File: config.mk
export PLATFORM = sky130hd
export DESIGN_NAME = bram_rd_fetcher
export DESIGN_NICKNAME = d
export VERILOG_FILES = /design/src/rtl/bram_rd_fetcher.sv
export SDC_FILE = /design/constraint.sdc
export NUM_CORES = 1
export LEC_CHECK = 0
export ABC_CLOCK_PERIOD_IN_PS = 2400
export BUFFER_PORTS_ARGS = -buffer_cell sky130_fd_sc_hd__clkbuf_2
export CORE_MARGIN = 3
export CORE_UTILIZATION = 55
export DETAILED_ROUTE_END_ITERATION = 6
export PLACE_DENSITY = 0.81
export SETUP_SLACK_MARGIN = 0.15
export SLEW_MARGIN = 20
export SYNTH_ARGS = -nofsm -noshare
export SYNTH_HDL_FRONTEND = slang
export SYNTH_SLANG_ARGS = --single-unit
File: constraint.sdc
create_clock -name i_clk -period 2.4 [get_ports i_clk]
set_input_delay 0.24 -clock i_clk [delete_from_list [all_inputs] [get_ports i_clk]]
set_output_delay 0.24 -clock i_clk [all_outputs]
set_load 0.1 [all_outputs]
File: src/rtl/bram_rd_fetcher.sv
// BRAM read master: fetches i_word_cnt words from i_base_addr into a small FIFO, streamed on valid/ready.
// Build with BRAM_RD_TIMEOUT_EN to add a done-watchdog that aborts the run and raises sticky o_err.
module bram_rd_fetcher #(
   parameter int FIFO_DEPTH  = 4,
   parameter int ADDR_W      = 13,
   parameter int DATA_W      = 32,
   parameter int TIMEOUT_CYC = 255
) (
   input  logic              i_clk,
   input  logic              i_rstn,
   input  logic              i_start,
   input  logic [ADDR_W-1:0] i_base_addr,
   input  logic [ADDR_W-1:0] i_word_cnt,
   output logic              o_busy,
   output logic              o_done,
   output logic [ADDR_W-1:0] o_bram_addr,
   output logic              o_bram_trig,
   input  logic [DATA_W-1:0] i_bram_data,
   input  logic              i_bram_done,
   output logic [DATA_W-1:0] o_pix_data,
   output logic              o_pix_valid,
   input  logic              i_pix_ready,
   output logic              o_err
);

   localparam int PTR_W = (FIFO_DEPTH > 1) ? $clog2(FIFO_DEPTH) : 1;
   localparam int CNT_W = $clog2(FIFO_DEPTH + 1);
   localparam logic [CNT_W-1:0] DEPTH_C = CNT_W'(FIFO_DEPTH);

   if (FIFO_DEPTH < 2 || (FIFO_DEPTH & (FIFO_DEPTH - 1)) != 0 || TIMEOUT_CYC < 1) begin : g_bad_param
      $error("bram_rd_fetcher: FIFO_DEPTH must be a power of two >= 2 and TIMEOUT_CYC >= 1");
   end

   typedef enum logic [1:0] {S_IDLE, S_REQ, S_GAP, S_DRAIN} state_e;

   state_e              state_q;
   logic [ADDR_W-1:0]   addr_q;
   logic [ADDR_W-1:0]   remain_q;
   logic                trig_q;
   logic                busy_q;
   logic                done_q;

   logic [DATA_W-1:0]   mem_q [FIFO_DEPTH];
   logic [PTR_W-1:0]    wr_ptr_q;
   logic [PTR_W-1:0]    rd_ptr_q;
   logic [CNT_W-1:0]    cnt_q;
   logic [CNT_W-1:0]    cnt_d;
   logic                valid_q;

   logic                fifo_wr;
   logic                fifo_rd;
   logic                has_space;
   logic                wd_fire;

   // A write only happens on done, and trig is only raised with a free slot, so the FIFO never overflows.
   assign fifo_wr   = trig_q & i_bram_done;
   assign fifo_rd   = valid_q & i_pix_ready;
   assign has_space = (cnt_q < DEPTH_C);

`ifdef BRAM_RD_TIMEOUT_EN
   localparam int WD_W = $clog2(TIMEOUT_CYC + 1);
   logic [WD_W-1:0] wd_q;
   logic            err_q;

   assign wd_fire = trig_q & ~i_bram_done & (wd_q == WD_W'(TIMEOUT_CYC - 1));

   always_ff @(posedge i_clk or negedge i_rstn) begin
      if (!i_rstn) begin
         wd_q  <= '0;
         err_q <= 1'b0;
      end else begin
         if (!trig_q || i_bram_done || wd_fire) begin
            wd_q <= '0;
         end else begin
            wd_q <= wd_q + 1'b1;
         end
         if (wd_fire) begin
            err_q <= 1'b1;
         end
      end
   end

   assign o_err = err_q;
`else
   assign wd_fire = 1'b0;
   assign o_err   = 1'b0;
`endif

   always_comb begin
      cnt_d = cnt_q;
      if (wd_fire) begin
         cnt_d = '0;
      end else begin
         case ({fifo_wr, fifo_rd})
            2'b10:   cnt_d = cnt_q + 1'b1;
            2'b01:   cnt_d = cnt_q - 1'b1;
            default: cnt_d = cnt_q;
         endcase
      end
   end

   always_ff @(posedge i_clk or negedge i_rstn) begin
      if (!i_rstn) begin
         for (int i = 0; i < FIFO_DEPTH; i++) begin
            mem_q[i] <= '0;
         end
         wr_ptr_q <= '0;
         rd_ptr_q <= '0;
         cnt_q    <= '0;
         valid_q  <= 1'b0;
      end else begin
         cnt_q   <= cnt_d;
         valid_q <= (cnt_d != '0);
         if (wd_fire) begin
            wr_ptr_q <= '0;
            rd_ptr_q <= '0;
         end else begin
            if (fifo_wr) begin
               mem_q[wr_ptr_q] <= i_bram_data;
               wr_ptr_q        <= wr_ptr_q + 1'b1;
            end
            if (fifo_rd) begin
               rd_ptr_q <= rd_ptr_q + 1'b1;
            end
         end
      end
   end

   // busy stays high through the done cycle and drops in the following IDLE cycle.
   always_ff @(posedge i_clk or negedge i_rstn) begin
      if (!i_rstn) begin
         state_q  <= S_IDLE;
         addr_q   <= '0;
         remain_q <= '0;
         trig_q   <= 1'b0;
         busy_q   <= 1'b0;
         done_q   <= 1'b0;
      end else begin
         done_q <= 1'b0;
         case (state_q)
            S_IDLE: begin
               busy_q <= 1'b0;
               if (i_start) begin
                  busy_q   <= 1'b1;
                  addr_q   <= i_base_addr;
                  remain_q <= i_word_cnt;
                  if (i_word_cnt == '0) begin
                     state_q <= S_DRAIN;
                  end else begin
                     state_q <= S_REQ;
                     trig_q  <= has_space;
                  end
               end
            end
            S_REQ: begin
               if (wd_fire) begin
                  trig_q  <= 1'b0;
                  state_q <= S_DRAIN;
               end else if (trig_q) begin
                  if (i_bram_done) begin
                     trig_q   <= 1'b0;
                     addr_q   <= addr_q + 1'b1;
                     remain_q <= remain_q - 1'b1;
                     state_q  <= S_GAP;
                  end
               end else if (has_space) begin
                  trig_q <= 1'b1;
               end
            end
            // One trig-low cycle lets the slave restart its latency count.
            S_GAP: begin
               if (remain_q != '0) begin
                  state_q <= S_REQ;
                  trig_q  <= has_space;
               end else begin
                  state_q <= S_DRAIN;
               end
            end
            S_DRAIN: begin
               if (cnt_q == '0) begin
                  done_q  <= 1'b1;
                  state_q <= S_IDLE;
               end
            end
            default: begin
               state_q <= S_IDLE;
               trig_q  <= 1'b0;
            end
         endcase
      end
   end

   assign o_busy      = busy_q;
   assign o_done      = done_q;
   assign o_bram_addr = addr_q;
   assign o_bram_trig = trig_q;
   assign o_pix_data  = mem_q[rd_ptr_q];
   assign o_pix_valid = valid_q;

endmodule

# Word level (Yosys, flattened, before mapping)

Index checks and enable logic that the tools add are counted.

Input bits: 63
Output and inout bits: 50
Word-level logic and storage cells: 82
Register bits: 167

Reductions and logical operators: 11
Magnitude comparators: 4
$add $sub $neg: 6
Multiplexer cells: 32
Bitwise logic cells: 4
Equal/unequal tests: 11

Operator list:

| kind                  | count |
|---|---|
| $bwmux 128            | 1 |
| $mux 32               | 3 |
| $mux 13               | 6 |
| $bmux 32 s2           | 1 |
| $demux 32 s2          | 1 |
| $pmux 13 s2           | 2 |
| $add 13x1->13 const B | 1 |
| $logic_not 13->1      | 1 |
| $reduce_bool 13->1    | 1 |
| $sub 13x1->13 const B | 1 |
| $mux 2                | 6 |
| $ne 2x2->1 const B    | 6 |
| $reduce_and 4->1      | 3 |
| $mux 1                | 9 |
| $pmux 2 s4            | 1 |
| $eq 2x2->1 const B    | 3 |
| $ge 3x3->1 const B    | 2 |
| $not 2->3             | 2 |
| $pmux 3 s2            | 1 |
| $reduce_bool 3->1     | 2 |
| $add 2x1->2 const B   | 2 |
| $eq 2x1->1 const B    | 2 |
| $add 3x1->3 const B   | 1 |
| $logic_not 3->1       | 1 |
| other kinds (8)       | 9 |

# Logic depth before layout (Yosys ltp)

Gate-level depths: netlist (run 1).

Depth in word-level cells: 6
Depth in mapped cells: 9
Gate-level depth less buffers: 8

# Worst setup path after synthesis (run 1)

OpenSTA, ideal clock, no wires.

Kind: reg2reg
Start: register trig_q (netlist: o_bram_trig)
End: register valid_q (netlist: o_pix_valid)
Clock period less this slack: 2.578 ns
Cell stages (with the launch flop): 10
Setup time: 0.131 ns
Required time: 2.269 ns
Data arrival time: 2.447 ns
Path slack: -0.178 ns
Cell sequence: dfrtp_1 clkbuf_1 nand2_1 ha_1 inv_1 fa_1 xor2_1 nor2_1 xor2_1 or3_1

Word-level cells in the longest chain between the ends: 4

Ends and longest elaborated chain:

| what                                            | line | RTL |
|---|---|---|
| from (decl)                                     | 39   | `logic trig_q;` |
| from (signal assigned)                          | 151  | `trig_q <= has_space;` |
| from (signal assigned)                          | 174  | `trig_q <= has_space;` |
| $and 1x1->1 (*)                                 | 56   | `assign fifo_wr = trig_q & i_bram_done;` |
| $eq 2x1->1 / $eq 2x2->1 (equally long branches) | 94   | `case ({fifo_wr, fifo_rd})` |
| $pmux 3 s2 (*)                                  | 94   |  |
| named net cnt_d[2]                              | 47   | `logic [CNT_W-1:0] cnt_d;` |
| $reduce_bool 3->1 (*)                           | 113  | `valid_q <= (cnt_d != '0);` |
| to (signal assigned)                            | 113  |  |
| to (decl)                                       | 48   | `logic valid_q;` |

Mark *: on every way through the listed nets, which the timed path passes. The rest lies on a longest branch.
A chain may end at the register's enable or synchronous reset.

# Final worst setup path (run 1)

Start: register rd_ptr_q[0]
End: output o_pix_data[27]

Word-level cells in the longest chain between the ends: 4

Ends and longest elaborated chain:

| what                                        | line | RTL |
|---|---|---|
| from (decl)                                 | 45   | `logic [PTR_W-1:0] rd_ptr_q;` |
| from (signal assigned)                      | 123  | `rd_ptr_q <= rd_ptr_q + 1'b1;` |
| $not 2->3 (implied by the code)             | 197  | `assign o_pix_data = mem_q[rd_ptr_q];` |
| $bmux 32 s2                                 | 197  |  |
| $mux 32 (implied by the code) (2 in series) | 197  |  |
| to (decl)                                   | 20   | `output logic [DATA_W-1:0] o_pix_data,` |

No other way between the ends. The select of a mux whose other input is x is not followed.

==> reports/qor.yml, run 1 <==
routing:
  wl_per_cell_microns: 20.3
  routed_wirelength_microns: 18000
  firstDrtPassIters: 4
  drtIter0Drc: 357
  vias: 5339
  final_antenna_net_count: 0
  drc_errors: 0
  via_per_inst: 6.03
grt:
  grt_pass1_vias: 5893
  grt_pass1_wl_microns: 29800
  antenna_found_initial: 0
  grt_max_degree: 66
  track_usage_pct: 23.9
  overflow: 0
placed_design:
  post_dp_cell_area_sq_um: 9200
  place_worst_setup_slack_ns: 0.307
  place_congestion: 0.890
  dp_hpwl_microns: 12100
  port-buffer-count: 111
  dp_cells: 849
logic_synthesis:
  synth_area_leaders: "dfrtp_1, mux2_2, mux4_2, a21oi_1, ha_1"
  yosysUniqueCellTypes: 50
  synth_top_area_share_pct: 53.4
  ys.flop_type: "dfrtp_1"
  yosys.area.top_type: "dfrtp_1"
  yosys_warnings: 0
  ys_seq_area_share_pct: 53.4
  postSynth.asyncResetShare_pct: 100
  synthesis.area_sq_um: 7820
  yosys.cell_count.top_type: "dfrtp_1"
  syn_nets: 652
  synth-edff-count: 0
  synth-seq-cells: 167
  synthTopCellsByCount: "dfrtp_1, mux2_2, mux4_2"
  synth_area_per_cell_sq_um: 13.5
  synth_cells: 580
floorplan:
  coreArea_sq_um: 13600
  die_y_microns: 125
  dieArea_sq_um: 15700
  fp.dieW_microns: 125
  num_io_pins: 113
  fp-row-count: 42
  start_util_pct: 57.7
finish:
  antenna_cells: 0
  fin_nets: 769
  fin_cells: 885
  drive_gt1_share_pct: 48.1
  fin_area_sq_um: 9830
  syn_to_final_growth_pct: 25.7
worst_setup_path:
  r2r_slack_ns: 0.28
  endpoint_kind: "primary output"
  r2r_end: "o_pix_valid$_DFF_PN0_"
  crit_chain: "bufbuf_16 > mux4_2 > buf_12"
  startpoint: "rd_ptr_q[0]$_DFFE_PN0N_"
  slowest_delay_ns: 0.56
  path_class: "register to primary output"
  timing.rr.start: "o_bram_trig$_DFFE_PN0P_"
  required_ns: 2.16
  worstRegToRegCells: 8
  crit_arrival_ns: 1.97
  start_kind: "register"
  worstSetupEndpoint: "o_pix_data[27]"
  crit_fanout: 14
  critical_path.slowest_cell: "mux4_2"
clocking:
  cts_tree: "yes"
  cts_root_buf: "clkbuf_16"
  cts_sinks: 167
  clk_path_buf_depth: 2
  cts_resized: 0
  h-tree-depth: 4
  clk_pin_slew_worst_paths_ns: 0.06
  clk_latency_ns: 0.42
  cts_made_buffers: 17
status:
  outcome: "completed"
sta:
  max_freq_mhz: 453
  finalSetupViolCount: 0
  finalHoldViolCount: 0
  fin_crit_ns: 2.21
  rsz0062_at_grt: "yes"
  tns_ns: 0
  relSlewSlack_pct: 58.6
  setup_ws_ns: 0.190
  skew_ns: 0.00554
  worstMarginPinSlew_ns: 0.622
  report.final.slew_viol_count: 0
  finalCritPeriodShare_pct: 92.1
job:
  drv_cap: 0
hold_path:
  hp-class: "primary input to register"
-- cell type report --
type,instances,area [sq um]
multi-input cells,367,3480
well taps,176,220
clock inverters,9,67.6
flip-flops and latches,167,4190
clock buffers,22,484
repair buffers,133,1350
fillers,868,3730
inverters,11,41.3
-- how the worst min path moves through the flow --
stage,start,end,slack [ns],cells after the start
after global placement,i_rstn,mem_q[103]$_DFFE_PN0P_,0.26,1
after floorplan,i_rstn,cnt_q[0]$_DFF_PN0_,-0.06,0
after global routing,i_base_addr[1],o_bram_addr[1]$_DFFE_PN0P_,0.06,3
after CTS,i_base_addr[1],o_bram_addr[1]$_DFFE_PN0P_,0.04,3
final,i_base_addr[1],o_bram_addr[1]$_DFFE_PN0P_,0.06,3
after detailed placement,i_rstn,mem_q[71]$_DFFE_PN0P_,0.28,1
-- registers in the layout, summed over array words and instances (netlist names), 2 cells and up --
| signal | count |
|---|---|
| state_q | 2 |
| o_bram_addr | 13 |
| mem_q | 128 |
| remain_q | 13 |
| rd_ptr_q | 2 |
| cnt_q | 3 |
| wr_ptr_q | 2 |
-- layer usage --
metal,part of all wire (%),up-vias,global-route usage (%)
met3,4.7,25,5.20
met4,1.6,0,7.97
li1,-,2398,-
met5,0,-,0
met2,53,159,40.7
met1,41,2757,30.7
-- through the flow --
| stage | util (%) | hold slack, ns |
|---|---|---|
| 2_1_floorplan | - | -0.0556 |
| 3_3_place_gp | 67.8 | 0.260 |
| 3_5_place_dp | 67.8 | 0.278 |
| 4_1_cts | 72.4 | 0.0430 |
| 5_1_grt | 72.5 | 0.0633 |
| 6_report | 72.5 | 0.0588 |
-- layout by cell type, fill, tap and decap left out, drive strengths merged, types with 2 or more instances in the layout --
cell type,synthesis,final
nor2,15,15
o22a,3,3
and3,2,2
clkinv,0,3
nand3b,2,2
o21bai,2,2
nor4,5,5
a31oi,4,4
nand3,9,9
buf,13,53
o31ai,3,3
mux4,32,32
inv,11,14
nand2,26,26
xor2,3,3
xnor2,3,3
or3,5,5
nor3,13,13
mux2i,4,4
dfrtp,167,167
nor2b,2,2
a2bb2oi,2,2
o22ai,15,15
nand4,6,6
nand2b,5,5
clkbuf,22,100
and2,2,2
and4,2,2
ha,8,8
o211ai,2,2
or4,2,2
a21bo,2,2
a21oi,27,27
clkinvlp,0,3
o21ai,16,16
o32ai,2,2
mux2,131,131
-- cells by family after synthesis --
| family | Yosys count | share of synthesized area (%) |
|---|---|---|
| fa+ha+maj | 9 | 1.54 |
| xor+xnor | 6 | 0.672 |
| other cells | 1 | 0.0480 |
| flops | 167 | 53.4 |
| compound gates | 84 | 6.72 |
| simple gates | 100 | 6.66 |
| mux | 167 | 28.6 |
| buf+inv | 46 | 2.32 |
-- critical path, delay by kind of cell (launching register included) --
| kind | cells | cell delay (ns) |
|---|---|---|
| buffers and inverters | 2 | 0.54 |
| multiplexers | 1 | 0.56 |
| flip-flops | 1 | 0.44 |
-- what timing repair did --
action | CTS | global route
gates cloned | 1 | 0
endpoints found under the hold margin | 62 | 0
setup endpoints to repair | 21 | 16
pin swaps | 0 | 0
buffers inserted | 2 | 1
hold buffers | 1 | 0
Power of run 1 is left out: the tool's default activity adds up to more than one toggle a clock period on the data nets, which glitch-free logic cannot reach.
==> run 2, diff against run 1 <==
- CTS_BUF_LIST: not set -> sky130_fd_sc_hd__clkbuf_16
- RECOVER_POWER: not set -> 50
==> run 2 against run 1 <==
Final area down 0.66%. Non-clock buffer count grew 2. Die area unchanged. Register-to-register slack hardly changed. Sequential cell count did not move. Largest cell class unchanged.
==> reports/qor.yml, run 2 (synthesis results as in run 1) <==
status:
  outcome: "completed"
sta:
  fin_crit_ns: 2.21  # +0.000951 ns
  report.final.slew_viol_count: 0  # unchanged
  tns_ns: 0  # unchanged
  rsz0062_at_grt: "no"
  skew_ns: 0.00717  # +0.00162 ns
  finalSetupViolCount: 0  # unchanged
  finalCritPeriodShare_pct: 92.1  # about the same
  finalHoldViolCount: 0  # unchanged
  max_freq_mhz: 452  # about the same
  worstMarginPinSlew_ns: 1.19  # +0.566 ns
  holdWs_ns: 0.0613  # +0.00251 ns
  relSlewSlack_pct: 21.1  # -37 points
grt:
  busiest_layer: "met2"
  grt_max_degree: 66  # unchanged
  track_usage_pct: 23.9  # +0.030 points
  grtUsageMet3_pct: 5.29  # +0.085 points
  antenna_found_initial: 0  # unchanged
  met1_usage_pct: 30.6  # -0.078 points
  met2_usage_pct: 40.5  # -0.25 points
  overflow: 0  # unchanged
  grt_pass1_wl_microns: 29800  # -0.16%
  grt_pass1_vias: 5896  # +0.051%
floorplan:
  start_util_pct: 57.7  # unchanged
  dieArea_sq_um: 15700  # unchanged
  die_y_microns: 125  # unchanged
  coreArea_sq_um: 13600  # unchanged
  fp.dieW_microns: 125  # unchanged
  num_io_pins: 113  # unchanged
  fp-row-count: 42  # unchanged
worst_setup_path:
  slowest_delay_ns: 0.56  # about the same
  r2r_end: "mem_q[2]$_DFFE_PN0P_"
  cp_common_cell: "buf_12"
  required_ns: 2.16  # about the same
  r2r_slack_ns: 0.27  # about the same
  path_delay_family: "multiplexers"
  path_buf_inv: 3  # +1
  timing.rr.start: "o_bram_trig$_DFFE_PN0P_"
  crit_arrival_ns: 1.97  # about the same
  start_kind: "register"
  crit_fanout: 14  # unchanged
  endpoint_kind: "primary output"
  critical_path.slowest_cell: "mux4_2"
  worstRegToRegCells: 3  # -5
  crit_chain: "buf_12 > buf_16 > mux4_2 > buf_12"
  path_class: "register to primary output"
  cp.depth: 4  # +1
job:
  drv_cap: 0  # unchanged
finish:
  drive_gt1_share_pct: 46.1  # -2.0 points
  antenna_cells: 0  # unchanged
  fin_area_sq_um: 9760  # -0.66%
  final_common_cell: "dfrtp_1"
  syn_to_final_growth_pct: 24.9
  largest_reg_flops: 128  # unchanged
  fin_nets: 771  # +0.26%
  fin_cells: 887  # +0.23%
  mostFrequentLayoutCells: "dfrtp_1, mux2_2, clkbuf_2, buf_12, mux4_2"
  largest_register: "mem_q"
placed_design:
  port-buffer-count: 111  # unchanged
  dp_hpwl_microns: 12100  # unchanged
  dp_cells: 849  # unchanged
  place_congestion: 0.890  # unchanged
  post_dp_cell_area_sq_um: 9200  # unchanged
clocking:
  cts_root_buf: "clkbuf_16"
  cts_made_buffers: 17  # unchanged
  clk_path_buf_depth: 2  # unchanged
  clk_latency_ns: 0.42  # about the same
  h-tree-depth: 4  # unchanged
  cts_tree: "yes"
  cts_sinks: 167  # unchanged
  clk_pin_slew_worst_paths_ns: 0.06  # about the same
hold_path:
  worstHoldEndpoint: "o_bram_addr[1]$_DFFE_PN0P_"
  hold_path.startpoint: "i_base_addr[1]"
  min_path_cells: 3  # unchanged
  hp-class: "primary input to register"
routing:
  via_per_inst: 6.08  # +0.82%
  final_antenna_net_count: 0  # unchanged
  drc_errors: 0  # unchanged
  vias: 5395  # +1.0%
  drtIter0Drc: 360  # +0.84%
  wl_per_cell_microns: 20.5  # +1.1%
  firstDrtPassIters: 5  # +1
  routed_wirelength_microns: 18200  # +1.4%
run 2: area by class of cell:
type / count / area (sq um)
sequential: 167 / 4180
fill: 861 / 3800
multi-input combinational: 367 / 3470
timing repair buffer: 135 / 1340
clock buffer: 17 / 425
tap: 176 / 220
clock inverter: 14 / 86.3
inverter: 11 / 41.3
run 2: worst max-delay path by stage:
stage | from | to
after floorplan | o_pix_valid$_DFF_PN0_ | o_pix_valid$_DFF_PN0_
after global placement | o_bram_trig$_DFFE_PN0P_ | o_pix_valid$_DFF_PN0_
after detailed placement | o_bram_trig$_DFFE_PN0P_ | o_pix_valid$_DFF_PN0_
after CTS | rd_ptr_q[0]$_DFFE_PN0N_ | o_pix_data[27]
after global routing | rd_ptr_q[0]$_DFFE_PN0N_ | o_pix_data[30]
final | rd_ptr_q[0]$_DFFE_PN0N_ | o_pix_data[24]
run 2: metal layers:
metal | part of all wire, % | vias to the layer above
met5 | 0 | -
li1 | - | 2403
met3 | 4.2 | 31
met4 | 2.0 | 0
met2 | 53 | 163
met1 | 41 | 2798
run 2: per-stage QoR:
step,utilization (%),setup slack [ns]
floorplan,-,0.153
detailed placement,67.8,0.307
finish,72.0,0.189
global route,72.0,0.126
global placement,67.8,0.371
CTS,72.1,0.162
run 2: tightest hold or removal path, delay by kind of cell:
kind,cells,cell delay [ns]
compound gates,1,0.07
buf+inv,1,0.08
simple gates,1,0.05
run 2: timing repair:
action,CTS,global route
cloned,1,1
setup buffers,2,2
pin swaps,0,0
hold buffers,1,0
gates resized for setup,0,2
hold endpoints to repair,62,0
setup endpoints to repair,19,27
Power of run 2 is left out for the same reason.
==> run 3, diff against run 2 <==
- ABC_CLOCK_PERIOD_IN_PS: 2400 -> 2300
- clock period: 2.4 -> 2.3 ns (I/O delays scaled with it)
==> run 3 against run 2 <==
First-iteration DRC count down 1.4%. Sequential cell count unchanged. Global-route usage down 0.059 points. Highest routed layer unchanged.
==> reports/qor.yml, run 3 (synthesis results as in run 1) <==
status:
  outcome: "completed"
hold_path:
  min_path_cells: 3  # unchanged
  hold_path.startpoint: "i_base_addr[1]"
  hp-class: "primary input to register"
finish:
  multiInputGateArea_sq_um: 3500  # +0.68%
  nFillCells: 872  # +1.3%
  largest_reg_flops: 128  # unchanged
  regArea_sq_um: 4190  # +0.18%
  fin_nets: 777  # +0.78%
  drive_gt1_share_pct: 47.5  # +1.4 points
  antenna_cells: 0  # unchanged
  mostFrequentLayoutCells: "dfrtp_1, mux2_2, clkbuf_2, buf_12, mux4_2"
  syn_to_final_growth_pct: 27.1
  largest_register: "mem_q"
  final_common_cell: "dfrtp_1"
placed_design:
  dp_hpwl_microns: 12100  # about the same
  place_congestion: 0.870  # -2.3%
  place_worst_setup_slack_ns: 0.294  # -0.0133 ns
  port-buffer-count: 111  # unchanged
sta:
  finalCritPeriodShare_pct: 91.9
  report.final.slew_viol_count: 0  # unchanged
  tns_ns: 0  # unchanged
  relSlewSlack_pct: 7.73  # -13 points
  holdWs_ns: 0.0352  # -0.0261 ns
  max_freq_mhz: 473
  worstMarginPinSlew_ns: 1.38  # +0.196 ns
  finalSetupViolCount: 0  # unchanged
  fin_crit_ns: 2.11
  setup_ws_ns: 0.187  # -0.00236 ns
  skew_ns: 0.00807  # +0.000902 ns
  rsz0062_at_grt: "no"
  finalHoldViolCount: 0  # unchanged
clocking:
  clk_pin_slew_worst_paths_ns: 0.06  # about the same
  cts_tree: "yes"
  cts_root_buf: "clkbuf_16"
  cts_sinks: 167  # unchanged
  clk_path_buf_depth: 2  # unchanged
  cts_made_buffers: 17  # unchanged
  h-tree-depth: 4  # unchanged
  clk_latency_ns: 0.42  # about the same
worst_setup_path:
  start_kind: "register"
  endpoint_kind: "primary output"
  path_buf_inv: 3  # unchanged
  startpoint: "rd_ptr_q[0]$_DFFE_PN0N_"
  crit_arrival_ns: 1.88  # -0.09 ns
  worstRegToRegCells: 5  # +2
  path_class: "register to primary output"
  required_ns: 2.07  # -0.09 ns
  timing.rr.start: "wr_ptr_q[0]$_DFFE_PN0N_"
  crit_fanout: 5  # -9
  critical_path.slowest_cell: "mux4_2"
  crit_chain: "clkbuf_4 > buf_4 > mux4_2 > buf_12"
  path_delay_family: "multiplexers"
  cp.depth: 4  # unchanged
  slowest_delay_ns: 0.55  # about the same
floorplan:
  dieArea_sq_um: 15700  # unchanged
  start_util_pct: 57.7  # unchanged
  fp.dieW_microns: 125  # unchanged
  fp-row-count: 42  # unchanged
  num_io_pins: 113  # unchanged
  die_y_microns: 125  # unchanged
  coreArea_sq_um: 13600  # unchanged
grt:
  grt_pass1_vias: 5808  # -1.5%
  grt_pass1_wl_microns: 29900  # +0.51%
  grt_max_degree: 54  # -18%
  overflow: 0  # unchanged
  track_usage_pct: 23.9  # -0.059 points
  antenna_found_initial: 0  # unchanged
job:
  drv_cap: 0  # unchanged
routing:
  routed_wirelength_microns: 18300  # +0.29%
  vias: 5463  # +1.3%
  drtIter0Drc: 355  # -1.4%
  wl_per_cell_microns: 20.4  # -0.50%
  via_per_inst: 6.11  # +0.47%
  firstDrtPassIters: 5  # unchanged
  drc_errors: 0  # unchanged
  final_antenna_net_count: 0  # unchanged
==> run 3: per-stage QoR <==
step | util (%) | std cells | cell area [sq um]
detailed placement | 68.1 | 853 | 9230
global route | 73.3 | 894 | 9940
finish | 73.3 | 894 | 9940
global placement | 68.1 | 853 | 9230
floorplan | - | 580 | 7860
CTS | 72.9 | 888 | 9890
==> run 3: final timing paths <==
path	to	slack (ns)
setup / recovery	o_pix_data[24]	0.19
hold / removal	o_bram_addr[1]$_DFFE_PN0P_	0.04
setup reg to reg	mem_q[34]$_DFFE_PN0P_	0.24
hold reg to reg	mem_q[37]$_DFFE_PN0P_	0.50
max in group asynchronous	o_bram_addr[2]$_DFFE_PN0P_	0.43
min in group asynchronous	mem_q[105]$_DFFE_PN0P_	0.66
==> run 3: layout make-up <==
type	count	area share (%)
well taps	176	2.22
clock buffers	17	4.28
inverters	11	0.416
clock inverters	15	2.09
flip-flops and latches	167	42.1
repair buffers	141	13.7
multi-input cells	367	35.2
==> run 3: routing by layer <==
layer	vias to the layer above	track usage, %	wire length, microns
li1	2415	-	-
met1	2842	30.3	7490
met2	177	41.3	9540
met3	29	5.67	943
met4	0	6.82	304
met5	-	0	0
==> run 3: what timing repair did <==
action,in CTS,in global routing
hold buffers,1,0
endpoints found under the setup margin,28,9
gates resized for setup,0,1
gates cloned,0,2
setup buffers,2,4
hold endpoints to repair,49,0
pin swaps,0,0
==> run 3: worst reg2reg max path, stage by stage (launching register included) <==
cell      delay, ns
dfrtp_1        0.41
inv_1          0.09
ha_1           0.20
nand3_1        0.11
clkbuf_1       0.72
mux2_2         0.43
Power of run 3 is left out for the same reason.
